**config.mk**
```make
export PLATFORM = sky130hd
export DESIGN_NAME = prim_clock_gate_ctrl
export DESIGN_NICKNAME = d
export VERILOG_FILES = /design/src/rtl/prim_clock_gate_ctrl_pkg.sv /design/src/rtl/prim_sat_counter.sv /design/src/rtl/prim_clock_gate_ctrl.sv
export SDC_FILE = /design/constraint.sdc
export NUM_CORES = 1
export LEC_CHECK = 0
export BUFFER_PORTS_ARGS = -buffer_cell sky130_fd_sc_hd__buf_2
export CORE_MARGIN = 4
export CORE_UTILIZATION = 40
export CTS_BUF_LIST = sky130_fd_sc_hd__clkbuf_4
export CTS_CLUSTER_SIZE = 8
export DETAILED_ROUTE_END_ITERATION = 7
export SYNTH_ARGS = -nofsm -noshare
export SYNTH_HDL_FRONTEND = slang
export SYNTH_SLANG_ARGS = --single-unit
```
**constraint.sdc**
```tcl
create_clock -name clk_i -period 1.75 [get_ports clk_i]
set_input_delay 0.35 -clock clk_i [delete_from_list [all_inputs] [get_ports clk_i]]
set_output_delay 0.35 -clock clk_i [all_outputs]
set_load 0.01 [all_outputs]
```
**src/rtl/prim_clock_gate_ctrl_pkg.sv**
```systemverilog
// Shared types and helpers for the clock-gate enable controller.
package prim_clock_gate_ctrl_pkg;

  typedef enum logic [1:0] {
    RUN   = 2'd0,
    REQ   = 2'd1,
    GATED = 2'd2,
    WAKE  = 2'd3
  } gate_state_e;

  // Bits needed to hold 0..max_val; never narrower than one bit.
  function automatic int unsigned cnt_width(input int unsigned max_val);
    return (max_val < 1) ? 1 : $clog2(max_val + 1);
  endfunction

endpackage

```
**src/rtl/prim_sat_counter.sv**
```systemverilog
// Saturating up-counter with synchronous clear and a registered at-max flag.
module prim_sat_counter #(
  parameter int unsigned     Width  = 4,
  parameter logic [Width-1:0] MaxVal = '1
) (
  input  logic             clk_i,
  input  logic             rst_i,
  input  logic             clr_i,
  input  logic             inc_i,
  output logic [Width-1:0] cnt_o,
  output logic             at_max_o
);

  logic [Width-1:0] cnt_d, cnt_q;
  logic             at_max_d, at_max_q;

  always_comb begin
    cnt_d = cnt_q;
    if (clr_i) begin
      cnt_d = '0;
    end else if (inc_i && (cnt_q != MaxVal)) begin
      cnt_d = cnt_q + Width'(1);
    end
    at_max_d = (cnt_d == MaxVal);
  end

  // at_max tracks the register so downstream decode needs no compare.
  always_ff @(posedge clk_i) begin
    if (rst_i) begin
      cnt_q    <= '0;
      at_max_q <= (MaxVal == '0);
    end else begin
      cnt_q    <= cnt_d;
      at_max_q <= at_max_d;
    end
  end

  assign cnt_o    = cnt_q;
  assign at_max_o = at_max_q;

endmodule

```
**src/rtl/prim_clock_gate_ctrl.sv**
```systemverilog
// Enable controller for a downstream clock-gating cell: idle detect, quiesce handshake, wake settle.
// Optional gated-cycle statistics counter: define PRIM_CLOCK_GATE_CTRL_STATS_EN.
module prim_clock_gate_ctrl
  import prim_clock_gate_ctrl_pkg::*;
#(
  parameter int unsigned IdleCycles = 16,
  parameter int unsigned WakeCycles = 2,
  parameter int unsigned CntW       = 16
) (
  input  logic            clk_i,
  input  logic            rst_i,
  input  logic            activity_i,
  input  logic            wake_req_i,
  input  logic            quiesce_ack_i,
  output logic            quiesce_req_o,
  output logic            en_o,
  output logic            ready_o,
  output logic [1:0]      state_o
`ifdef PRIM_CLOCK_GATE_CTRL_STATS_EN
  ,
  output logic [CntW-1:0] gated_cycles_o
`endif
);

  localparam int unsigned IdleW = cnt_width(IdleCycles);
  localparam int unsigned WakeW = cnt_width(WakeCycles);

  if (IdleCycles == 0) begin : g_bad_idle
    $error("prim_clock_gate_ctrl: IdleCycles must be >= 1");
  end
  if (WakeCycles == 0) begin : g_bad_wake
    $error("prim_clock_gate_ctrl: WakeCycles must be >= 1");
  end
  if (CntW == 0) begin : g_bad_cntw
    $error("prim_clock_gate_ctrl: CntW must be >= 1");
  end

  gate_state_e state_d, state_q;
  logic        en_d, en_q;
  logic        ready_d, ready_q;
  logic        qreq_d, qreq_q;

  logic             busy;
  logic             idle_clr, idle_inc;
  logic             wake_clr, wake_inc;
  logic [IdleW-1:0] idle_cnt;
  logic             idle_at_max_unused;
  logic [WakeW-1:0] wake_cnt_unused;
  logic             wake_done;

  assign busy = activity_i | wake_req_i;

  // Idle counter only runs in RUN; held at zero elsewhere so every RUN entry starts fresh.
  prim_sat_counter #(
    .Width  (IdleW),
    .MaxVal (IdleW'(IdleCycles))
  ) u_idle_cnt (
    .clk_i    (clk_i),
    .rst_i    (rst_i),
    .clr_i    (idle_clr),
    .inc_i    (idle_inc),
    .cnt_o    (idle_cnt),
    .at_max_o (idle_at_max_unused)
  );

  // Wake counter's at-max flag marks the last settle cycle.
  prim_sat_counter #(
    .Width  (WakeW),
    .MaxVal (WakeW'(WakeCycles - 1))
  ) u_wake_cnt (
    .clk_i    (clk_i),
    .rst_i    (rst_i),
    .clr_i    (wake_clr),
    .inc_i    (wake_inc),
    .cnt_o    (wake_cnt_unused),
    .at_max_o (wake_done)
  );

  always_comb begin
    state_d  = state_q;
    idle_clr = 1'b1;
    idle_inc = 1'b0;
    wake_clr = 1'b1;
    wake_inc = 1'b0;
    en_d     = 1'b1;
    ready_d  = 1'b1;
    qreq_d   = 1'b0;

    unique case (state_q)
      RUN: begin
        idle_clr = busy;
        idle_inc = ~busy;
        if (!busy && (idle_cnt == IdleW'(IdleCycles - 1))) begin
          state_d = REQ;
        end
      end
      REQ: begin
        if (busy) begin
          state_d = RUN;
        end else if (quiesce_ack_i) begin
          state_d = GATED;
        end
      end
      GATED: begin
        if (busy) begin
          state_d = WAKE;
        end
      end
      WAKE: begin
        wake_clr = 1'b0;
        wake_inc = 1'b1;
        if (wake_done) begin
          state_d = RUN;
        end
      end
      default: state_d = RUN;
    endcase

    // Outputs come from the next state so they land in flops alongside it.
    en_d    = (state_d != GATED);
    ready_d = (state_d == RUN) || (state_d == REQ);
    qreq_d  = (state_d == REQ) || (state_d == GATED);
  end

  always_ff @(posedge clk_i) begin
    if (rst_i) begin
      state_q <= RUN;
      en_q    <= 1'b1;
      ready_q <= 1'b1;
      qreq_q  <= 1'b0;
    end else begin
      state_q <= state_d;
      en_q    <= en_d;
      ready_q <= ready_d;
      qreq_q  <= qreq_d;
    end
  end

  assign en_o          = en_q;
  assign ready_o       = ready_q;
  assign quiesce_req_o = qreq_q;
  assign state_o       = state_q;

`ifdef PRIM_CLOCK_GATE_CTRL_STATS_EN
  logic stats_at_max_unused;

  // Counts cycles spent gated; only reset clears it.
  prim_sat_counter #(
    .Width (CntW)
  ) u_stats_cnt (
    .clk_i    (clk_i),
    .rst_i    (rst_i),
    .clr_i    (1'b0),
    .inc_i    (state_q == GATED),
    .cnt_o    (gated_cycles_o),
    .at_max_o (stats_at_max_unused)
  );
`endif

endmodule

```
== Word-level counts from Yosys, hierarchy flattened ==
Cells that the tools add are included.

* Logic and storage cells: 41
* Flip-flop bits (word level): 13

* Reduce and logical (&&, ||, !) cells: 9
* Bitwise logic cells: 2
* Mux-type cells: 11
* $add $sub $neg: 2
* Equality and inequality tests: 10

{| class="wikitable"
|+ Operators with widths
! kind !! count
|-
| $mux W2 || 7
|-
| $pmux W2 S4 || 1
|-
| $eq A2 B1 Y1 const B || 3
|-
| $eq A2 B2 Y1 const B || 3
|-
| $add A5 B1 Y5 const B || 1
|-
| $eq A5 B4 Y1 const B || 1
|-
| $ne A5 B5 Y1 const B || 1
|-
| $logic_not A2 Y1 || 2
|-
| $logic_and A1 B1 Y1 || 3
|-
| $mux W1 || 3
|-
| $add A2 B1 Y2 const B || 1
|-
| $logic_or A1 B1 Y1 || 2
|-
| $ne A2 B1 Y1 const B || 1
|-
| $ne A2 B2 Y1 const B || 1
|-
| $reduce_or A2 Y1 || 1
|-
| $logic_not A1 Y1 || 1
|-
| $not A1 Y1 || 1
|-
| $or A1 B1 Y1 || 1
|}

== Logic depth before layout (Yosys ltp) ==
Gate-level depths: netlist of the first run.

* Depth after elaboration: 7
* Gate-level depth with buffers: 6
* Mapped depth without buffers: 6

== Hierarchy ==
A second synthesis of the first run with hierarchy kept.

* Cell total of the unflattened synthesis: 72
* Area total of the unflattened synthesis: 753.2 sq um

{| class="wikitable"
|+ By module, submodules not included
! module !! area each (sq um) !! times used !! cells an instance !! sequential area each (sq um)
|-
| prim_sat_counter at u_idle_cnt || 319.1 || 1 || 30 || 120.1
|-
| prim_clock_gate_ctrl || 281.5 || 1 || 29 || 100.1
|-
| prim_sat_counter at u_wake_cnt || 152.6 || 1 || 13 || 60.1
|}

== Worst setup path before layout of the first run ==
OpenSTA, ideal clock, no wires.

* Kind: reg-to-reg
* Start point: register u_idle_cnt.cnt_q[0], in the netlist u_idle_cnt.cnt_o[0]
* End point: register en_q, in the netlist en_o
* Stages on the path, launching flop included: 7
* Setup slack: 182 ps
* Data arrival time: 1,443 ps
* Clock period less this slack: 1,568 ps
* Cells stage by stage: dfxtp_1 -> ha_1 -> and3_1 -> ha_1 -> or2_2 -> a32oi_1 -> nand2_2

* Word-level cells in the longest chain between the ends: 5

{| class="wikitable"
|+ Ends and longest elaborated chain
! element !! RTL line !! text
|-
| from (decl) || prim_sat_counter.sv:14 || <nowiki>logic [Width-1:0] cnt_d, cnt_q;</nowiki>
|-
| from (signal assigned) || prim_sat_counter.sv:33 || <nowiki>cnt_q <= cnt_d;</nowiki>
|-
| $eq A5 B4 Y1 || prim_clock_gate_ctrl.sv:93 || <nowiki>if (!busy && (idle_cnt == IdleW'(IdleCycles - 1))) begin</nowiki>
|-
| $logic_and A1 B1 Y1 || prim_clock_gate_ctrl.sv:93 ||
|-
| $mux W2 || prim_clock_gate_ctrl.sv:93 ||
|-
| $pmux W2 S4 || prim_clock_gate_ctrl.sv:89 || <nowiki>unique case (state_q)</nowiki>
|-
| $ne A2 B2 Y1 || prim_clock_gate_ctrl.sv:120 || <nowiki>en_d = (state_d != GATED);</nowiki>
|-
| to (signal assigned) || prim_clock_gate_ctrl.sv:133 || <nowiki>en_q <= en_d;</nowiki>
|-
| to (decl) || prim_clock_gate_ctrl.sv:39 || <nowiki>logic en_d, en_q;</nowiki>
|}

Every way passes these cells.
A chain may end at the register's enable or synchronous reset.

== Final worst setup path of the first run ==
Ends and elaborated chain as after synthesis.

==> results of run 1 <==
-- stage by stage --
step	instance area, µm²	utilization
6_report	703	0.521
5_1_grt	703	0.521
4_1_cts	696	0.515
3_5_place_dp	666	0.493
3_3_place_gp	666	0.493
2_1_floorplan	599	-
-- power by group through the flow --
stage	sequential [µW]	combinational, µW	clock (µW)
global placement	305	18.6	0
detailed placement	305	18.3	0
finish	298	19.3	197
CTS	298	18.7	205
floorplan	305	9.55	0
global route	299	21.1	220
-- worst max-delay path, delay by kind of cell (launching register included) --
| kind | cells | cell delay, ns |
|---|---|---|
| compound gates | 1 | 0.22 |
| fa+ha+maj | 2 | 0.40 |
| flops | 1 | 0.35 |
| simple gates | 3 | 0.54 |
-- layer usage --
metal | up-vias | GRT usage
li1 | 253 | -
met1 | 199 | 0.148
met2 | 5 | 0.192
met3 | 2 | 0.0469
met4 | 0 | 0.0497
met5 | - | 0
-- layout make-up --
type                       instances  area, µm²  area share
multi-input combinational         46        323       0.459
sequential                        13        260       0.370
timing repair buffer              10       52.6      0.0747
clock buffer                       4       30.0      0.0427
inverter                           5       18.8      0.0267
tap                               15       18.8      0.0267
-- synthesized netlist by cell type (2+ instances only) --
cell type / instances / area (µm²)
dfxtp_1: 13 / 260
nor2_1: 9 / 33.8
a21oi_1: 6 / 30.0
nand2_1: 5 / 18.8
ha_1: 4 / 50.1
inv_1: 4 / 15.0
nor3_1: 3 / 15.0
nand3b_1: 2 / 15.0
-- worst paths after layout --
check / to / slack [ns] / depth (start not counted)
setup / recovery: en_o$_SDFF_PP1_ / 0.13 / 6
hold / removal: state_o[0]$_SDFF_PP0_ / 0.32 / 2
setup reg to reg: en_o$_SDFF_PP1_ / 0.13 / 6
hold reg to reg: u_idle_cnt.cnt_o[1]$_SDFFE_PP0P_ / 0.50 / 2
-- flip-flops by register name (all words and copies together), names as in the netlist --
name                 count
ready_o                  1
quiesce_req_o            1
state_o                  2
u_wake_cnt.cnt_o         2
en_o                     1
u_wake_cnt.at_max_o      1
u_idle_cnt.cnt_o         5
-- repair_timing --
action,in CTS,in global routing
hold endpoints to repair,0,0
resized for setup,0,1
setup endpoints to repair,0,2
-- cell families after synthesis --
| family | after synthesis |
|---|---|
| and+or+nand+nor | 30 |
| DFF | 13 |
| AOI/OAI and AO/OA | 11 |
| buffers and inverters | 6 |
| adders and majority gates | 4 |
| xor gates and xnor gates | 1 |
==> results.toml, run 1 <==
[status]
status = "finished, final reports clean"

[route]
drt_wl_total_um = 1040
drc_errors = 0
highest_layer = "met4"
detail-route-antenna-nets = 0
wl_met1_um = 499
drt_iter0_markers = 7
via_count = 459
wl_met3_um = 50
dr_wl_met2_um = 472
post_drt_via_cell_ratio = 4.94
firstDrtPassIters = 2
wl_per_cell_um = 11.1

[timing]
rsz0062_at_grt = "no"
setup_viol = 0
hold_viol_final = 0
slew_headroom = 0.749
fin_skew_ns = 0.000860
drv_slew = 0
setup_slack_ns = 0.132
min_period_ns = 1.62
fin_tns_setup_ns = 0
fin_crit_sh = 0.924
holdWs_ns = 0.316
max_freq_mhz = 618
worst_pin_slew_ns = 0.371

[clocking]
cts_tree = "done"
clk_pin_slew_worst_paths_ns = 0.08
cts.sinks = 13
htreeDepth = 1
cts_buffer_depth = 2
cts_hold_buf = 0
root_buffer = "clkbuf_4"
clk_latency_ns = 0.26
post-cts-setup-buffers = 0
numCtsBuffers = 3

[power]
switchingPower_uw = 105
p_comb_frac = 0.037
p_per_area_nw_per_um2 = 732
power_uw = 515
clkPwrFrac = 0.383
p_seq_frac = 0.579
intPower_uw = 409
swShare = 0.205
peakVddDrop_mv = 0.431
leakage_uw = 0.000286

[synth]
yosysSeqAreaShare = 0.434
synth_mux_area_frac = 0
synth_ff_type = "dfxtp_1"
synth-edff-count = 0
netlist_area_um2 = 599
synth_cell_types = 27
synth_compound_gate_area_share = 0.148
synth_simple_gate_area_share = 0.280
avgSynthCellArea_um2 = 9.22
ys_ff_latch = 13
synth_nets = 74
synth_xor_area_frac = 0.0146
synthArstFlopShare = 0
ys_warn_count = 0
synthAdderAreaFrac = 0.0835
syn_inst = 65
synth_top_family_by_area = "simple AND/OR/NAND/NOR gates"

[finish]
layout_common_cells = "13 x dfxtp_1, 9 x nor2_1, 9 x buf_2, 6 x a21oi_1, 5 x nand2_1"
areaGrowthSynthToFinish_pct = 17.3
num_antenna_cells = 0
drive_gt1_frac = 0.256
nets = 88
final-instance-count-excl-fill = 93
fill_cells = 128
final_common_cell = "dfxtp_1"

[die]
rows = 13
die_area_um2 = 2180
start_util = 0.444
io_pins = 10
coreArea_um2 = 1350
die_h_um = 46.7
dieWidth_um = 46.7

[global_route]
grt_start_max_net_pins = 11
globalRouteTotalUtil = 0.122
grt_antenna_before_repair = 0
grt_pass1_wl_um = 1830
overflow = 0
grt_pass1_vias = 434

[critical_path]
cp_common_cell = "ha_1"
crit_chain = "ha_1 -> and3_1 -> ha_1 -> or2_2 -> a32oi_2 -> nand2_2"
worstPathArrival_ns = 1.77
path_class = "reg2reg"
timing.rr.start = "u_idle_cnt.cnt_o[0]$_SDFFE_PP0P_"
crit_start = "u_idle_cnt.cnt_o[0]$_SDFFE_PP0P_"
required_ns = 1.90
crit_fanout = 4
setup.worst_path.start_class = "flip-flop"
critPathMaxStageDelay_ns = 0.35
crit_slowest_cell = "dfxtp_1"
cp-end-kind = "flip-flop"

[placement]
gp_congestion = 0.816
hpwl_um = 779
port_buffers = 9
preCtsSetupSlack_ns = 0.103
placedCellCount = 89

[flow_run]
maxCapViolCount = 0

[hold_path]
min-delay-start = "rst_i"
min_path_type = "in2reg"
No activity file was read; power rests on OpenSTA's default activity.
==> inputs of run 2 (changes only) <==
--- a/config.mk
+++ b/config.mk
@@ -11,6 +11,7 @@
 export CTS_BUF_LIST = sky130_fd_sc_hd__clkbuf_4
 export CTS_CLUSTER_SIZE = 8
 export DETAILED_ROUTE_END_ITERATION = 7
+export REMOVE_ABC_BUFFERS = 1
 export SYNTH_ARGS = -nofsm -noshare
 export SYNTH_HDL_FRONTEND = slang
 export SYNTH_SLANG_ARGS = --single-unit
==> constraint.sdc (replaced) <==
create_clock -name clk_i -period 1.6 [get_ports clk_i]
set_input_delay 0.32 -clock clk_i [delete_from_list [all_inputs] [get_ports clk_i]]
set_output_delay 0.32 -clock clk_i [all_outputs]
set_load 0.01 [all_outputs]
==> results.toml, run 2 (synthesized netlist as in run 1, its figures left out) <==
[status]
status = "finished, final reports clean"

[clocking]
cts_tree = "done"
htreeDepth = 1
cts_hold_buf = 0
clk_pin_slew_worst_paths_ns = 0.07
cts_buffer_depth = 2
numCtsBuffers = 3
clk_latency_ns = 0.27
root_buffer = "clkbuf_4"
cts.sinks = 13

[critical_path]
r2r_slack_ns = 0.10
timing.rr.start = "u_idle_cnt.cnt_o[0]$_SDFFE_PP0P_"
path_class = "reg2reg"
required_ns = 1.76
cp-end-kind = "flip-flop"
setup.worst_path.start_class = "flip-flop"
worstReg2RegEnd = "en_o$_SDFF_PP1_"
crit_fanout = 3
reg2reg_depth = 6
worstPathArrival_ns = 1.66

[die]
coreArea_um2 = 1350
die_area_um2 = 2180
io_pins = 10
dieWidth_um = 46.7
start_util = 0.444
die_h_um = 46.7
rows = 13

[finish]
final-instance-count-excl-fill = 96
final_common_cell = "dfxtp_1"
largest_register_ff_count = 5
num_antenna_cells = 0
nets = 91
areaGrowthSynthToFinish_pct = 22.1
fin_area_um2 = 732
drive_gt1_frac = 0.309
layout_common_cells = "12 x dfxtp_1, 9 x nor2_1, 9 x buf_2, 6 x a21oi_1, 5 x nand2_1"
utilization = 0.542

[route]
detail-route-antenna-nets = 0
via_count = 488
post_drt_via_cell_ratio = 5.08
firstDrtPassIters = 2
drc_errors = 0
drt_wl_total_um = 1060
drt_iter0_markers = 3
wl_per_cell_um = 11.0

[placement]
port_buffers = 9
placedCellCount = 91
preCtsSetupSlack_ns = -0.0327
dpl-instance-area_um2 = 681
gp_congestion = 0.813
hpwl_um = 829

[global_route]
globalRouteTotalUtil = 0.133
grt_pass1_wl_um = 2030
grt_antenna_before_repair = 0
grt_pass1_vias = 503
grt_start_max_net_pins = 11
overflow = 0

[timing]
setup_viol = 0
fin_tns_setup_ns = 0
rsz0062_at_grt = "no"
hold_viol_final = 0
setup_slack_ns = 0.100
drv_slew = 0
fin_crit_sh = 0.937
max_freq_mhz = 667
fin_skew_ns = 0.00149
slew_headroom = 0.752
min_period_ns = 1.50
worst_pin_slew_ns = 0.372

[hold_path]
min-delay-start = "rst_i"
min_path_type = "in2reg"
holdPathEnd = "state_o[0]$_SDFF_PP0_"
hold_depth = 2

[power]
p_per_area_nw_per_um2 = 771
peakVddDrop_mv = 0.480
leakage_uw = 0.000298

[flow_run]
maxCapViolCount = 0
-- run 2: worst max-delay path by stage --
| stage | startpoint | end |
|---|---|---|
| CTS | u_idle_cnt.cnt_o[0]$_SDFFE_PP0P_ | en_o$_SDFF_PP1_ |
| global placement | u_idle_cnt.cnt_o[0]$_SDFFE_PP0P_ | en_o$_SDFF_PP1_ |
| detailed placement | u_idle_cnt.cnt_o[0]$_SDFFE_PP0P_ | en_o$_SDFF_PP1_ |
| finish | u_idle_cnt.cnt_o[0]$_SDFFE_PP0P_ | en_o$_SDFF_PP1_ |
| floorplan | u_idle_cnt.cnt_o[0]$_SDFFE_PP0P_ | en_o$_SDFF_PP1_ |
| global route | u_idle_cnt.cnt_o[0]$_SDFFE_PP0P_ | en_o$_SDFF_PP1_ |
-- run 2: timing repair --
item / CTS / global route
resized for setup: 3 / 1
pin swaps: 1 / 1
setup buffers: 0 / 1
setup endpoints to repair: 2 / 2
cloned: 0 / 0
-- run 2: metrics by stage --
step	hold slack, ns	total power (µW)
detailed placement	0.519	357
floorplan	0.392	344
global route	0.272	598
global placement	0.501	356
CTS	0.281	575
finish	0.289	565
-- run 2: worst max-delay path, stage by stage, from the launching register on --
cell and delay, ns:
dfxtp_2 0.33, ha_2 0.18, and3_1 0.18, ha_1 0.19, or2_4 0.25, a32oi_2 0.20
nand2_2 0.06
-- run 2: power breakdown --
part | switching, µW | total, µW | internal, µW
Sequential | 0.972 | 326 | 325
Clock | 100 | 214 | 114
Combinational | 12.7 | 25.4 | 12.6
Total | 114 | 565 | 451
-- run 2: routing by layer --
metal  vias to the layer above  GRT usage  routed length, µm
met4                         0     0.0497                 15
met2                        10      0.242                529
met3                         4     0.0586                 79
met5                         -          0                  0
met1                       219      0.133                435
li1                        255          -                  -
-- run 2: cell type report --
type	count	area [µm²]
Sequential cell	13	262
Tap cell	15	18.8
Clock buffer	4	30.0
Fill cell	131	618
Inverter	5	18.8
Timing Repair Buffer	13	75.1
Multi-Input combinational cell	46	328
==> inputs of run 3 (changes only) <==
--- a/config.mk
+++ b/config.mk
@@ -6,12 +6,13 @@
 export NUM_CORES = 1
 export LEC_CHECK = 0
 export BUFFER_PORTS_ARGS = -buffer_cell sky130_fd_sc_hd__buf_2
-export CORE_MARGIN = 4
+export CORE_MARGIN = 2
 export CORE_UTILIZATION = 40
 export CTS_BUF_LIST = sky130_fd_sc_hd__clkbuf_4
 export CTS_CLUSTER_SIZE = 8
 export DETAILED_ROUTE_END_ITERATION = 7
 export REMOVE_ABC_BUFFERS = 1
+export SKIP_CTS_REPAIR_TIMING = 1
 export SYNTH_ARGS = -nofsm -noshare
 export SYNTH_HDL_FRONTEND = slang
 export SYNTH_SLANG_ARGS = --single-unit
==> results.toml, run 3 (synthesized netlist as in run 1, its figures left out) <==
[timing]
max_freq_mhz = 643
hold_viol_final = 0
setup_viol = 0
min_period_ns = 1.55
fin_skew_ns = 0.00223
worst_pin_slew_ns = 0.344
slew_headroom = 0.768
setup_slack_ns = 0.0455
drv_slew = 0
fin_crit_sh = 0.972

[die]
dieWidth_um = 42.7
die_h_um = 42.7
rows = 13
coreArea_um2 = 1350
io_pins = 10
start_util = 0.444
die_area_um2 = 1820

[critical_path]
required_ns = 1.76
cp_common_cell = "ha_2"
crit_chain = "ha_2 -> and3_4 -> ha_2 -> or2_2 -> a32oi_2 -> nand2_2"
worstReg2RegEnd = "en_o$_SDFF_PP1_"
setup.worst_path.start_class = "flip-flop"
crit_fanout = 3
reg2reg_depth = 6
r2r_slack_ns = 0.05
worstPathArrival_ns = 1.71
cp-end-kind = "flip-flop"
timing.rr.start = "u_idle_cnt.cnt_o[0]$_SDFFE_PP0P_"
crit_slowest_cell = "dfxtp_2"
path_class = "reg2reg"
critPathMaxStageDelay_ns = 0.33

[finish]
final_common_cell = "dfxtp_1"
multiInputGateArea_um2 = 333
fin_area_um2 = 731
fill_cells = 131
final-seq-area_um2 = 263
num_antenna_cells = 0
largest_register_ff_count = 5
areaGrowthSynthToFinish_pct = 21.9
nets = 90
drive_gt1_frac = 0.338
layout_common_cells = "11 x dfxtp_1, 9 x nor2_1, 9 x buf_2, 6 x a21oi_1, 5 x nand2_1"
utilization = 0.541

[power]
leakage_uw = 0.000294
p_per_area_nw_per_um2 = 766
peakVddDrop_mv = 0.786

[clocking]
root_buffer = "clkbuf_4"
cts_tree = "done"
clk_latency_ns = 0.27
cts.sinks = 13
htreeDepth = 1
clk_pin_slew_worst_paths_ns = 0.07
cts_buffer_depth = 2
numCtsBuffers = 3

[route]
detail-route-antenna-nets = 0
via_count = 491
wl_per_cell_um = 10.4
firstDrtPassIters = 4
drc_errors = 0
post_drt_via_cell_ratio = 5.17
drt_wl_total_um = 991
drt_iter0_markers = 7

[global_route]
grt_start_max_net_pins = 11
globalRouteTotalUtil = 0.115
overflow = 0
grt_pass1_wl_um = 1480
grt_pass1_vias = 393
grt_antenna_before_repair = 0

[hold_path]
holdPathEnd = "state_o[0]$_SDFF_PP0_"
hold_depth = 2
min_path_type = "in2reg"
min-delay-start = "rst_i"

[placement]
hpwl_um = 707
gp_congestion = 0.700
preCtsSetupSlack_ns = -0.0206
port_buffers = 9
dpl-instance-area_um2 = 673

[flow_run]
maxCapViolCount = 0

[status]
status = "finished, final reports clean"
==> run 3: changes by cell type in the layout (fill, tap and decap cells not counted), sizes merged <==
cell  delta
buf      -1
==> run 3: layout make-up <==
class,count,area share
Multi-Input combinational cell,46,0.455
Sequential cell,13,0.360
Timing Repair Buffer,12,0.0925
Clock buffer,4,0.0411
Inverter,5,0.0257
Tap cell,15,0.0257
==> run 3: worst max-delay path by stage <==
| stage | from | end | slack, ns | cells past startpoint |
|---|---|---|---|---|
| after floorplan | u_idle_cnt.cnt_o[0]$_SDFFE_PP0P_ | en_o$_SDFF_PP1_ | 0.03 | 6 |
| after global placement | u_idle_cnt.cnt_o[1]$_SDFFE_PP0P_ | en_o$_SDFF_PP1_ | 0.005 | 6 |
| after detailed placement | u_idle_cnt.cnt_o[1]$_SDFFE_PP0P_ | en_o$_SDFF_PP1_ | -0.02 | 6 |
| after CTS | u_idle_cnt.cnt_o[1]$_SDFFE_PP0P_ | en_o$_SDFF_PP1_ | -0.03 | 6 |
| after global routing | u_idle_cnt.cnt_o[0]$_SDFFE_PP0P_ | en_o$_SDFF_PP1_ | -0.009 | 6 |
| final | u_idle_cnt.cnt_o[0]$_SDFFE_PP0P_ | en_o$_SDFF_PP1_ | 0.05 | 6 |
==> run 3: routing by layer <==
metal  vias up  global-route usage  part of all wire
met4         0              0.0563             0.014
met2        13               0.185              0.50
met3         2              0.0766             0.067
met5         -                   0                 0
li1        257                   -                 -
met1       219               0.111              0.42
==> run 3: where the power goes <==
group	leakage [µW]	total (µW)	internal (µW)	switching [µW]
Sequential	0.000106	326	325	0.907
Combinational	0.000169	23.8	11.3	12.5
Clock	0.0000184	210	114	96.5
==> run 3: critical path, delay by kind of cell (launching register included) <==
family	cells	cell delay, ns
adder cells (fa/ha/maj)	2	0.35
flip-flops	1	0.33
AO/OA/AOI/OAI	1	0.24
AND/OR/NAND/NOR	3	0.53
==> run 3: per-stage QoR <==
stage	setup TNS (ns)	power [µW]	instances	hold WS, ns
after global placement	0	355	90	0.478
after floorplan	0	344	64	0.392
after global routing	-0.00935	590	95	0.272
after CTS	-0.0573	569	94	0.282
after detailed placement	-0.0322	356	90	0.487
final	0	560	95	0.286
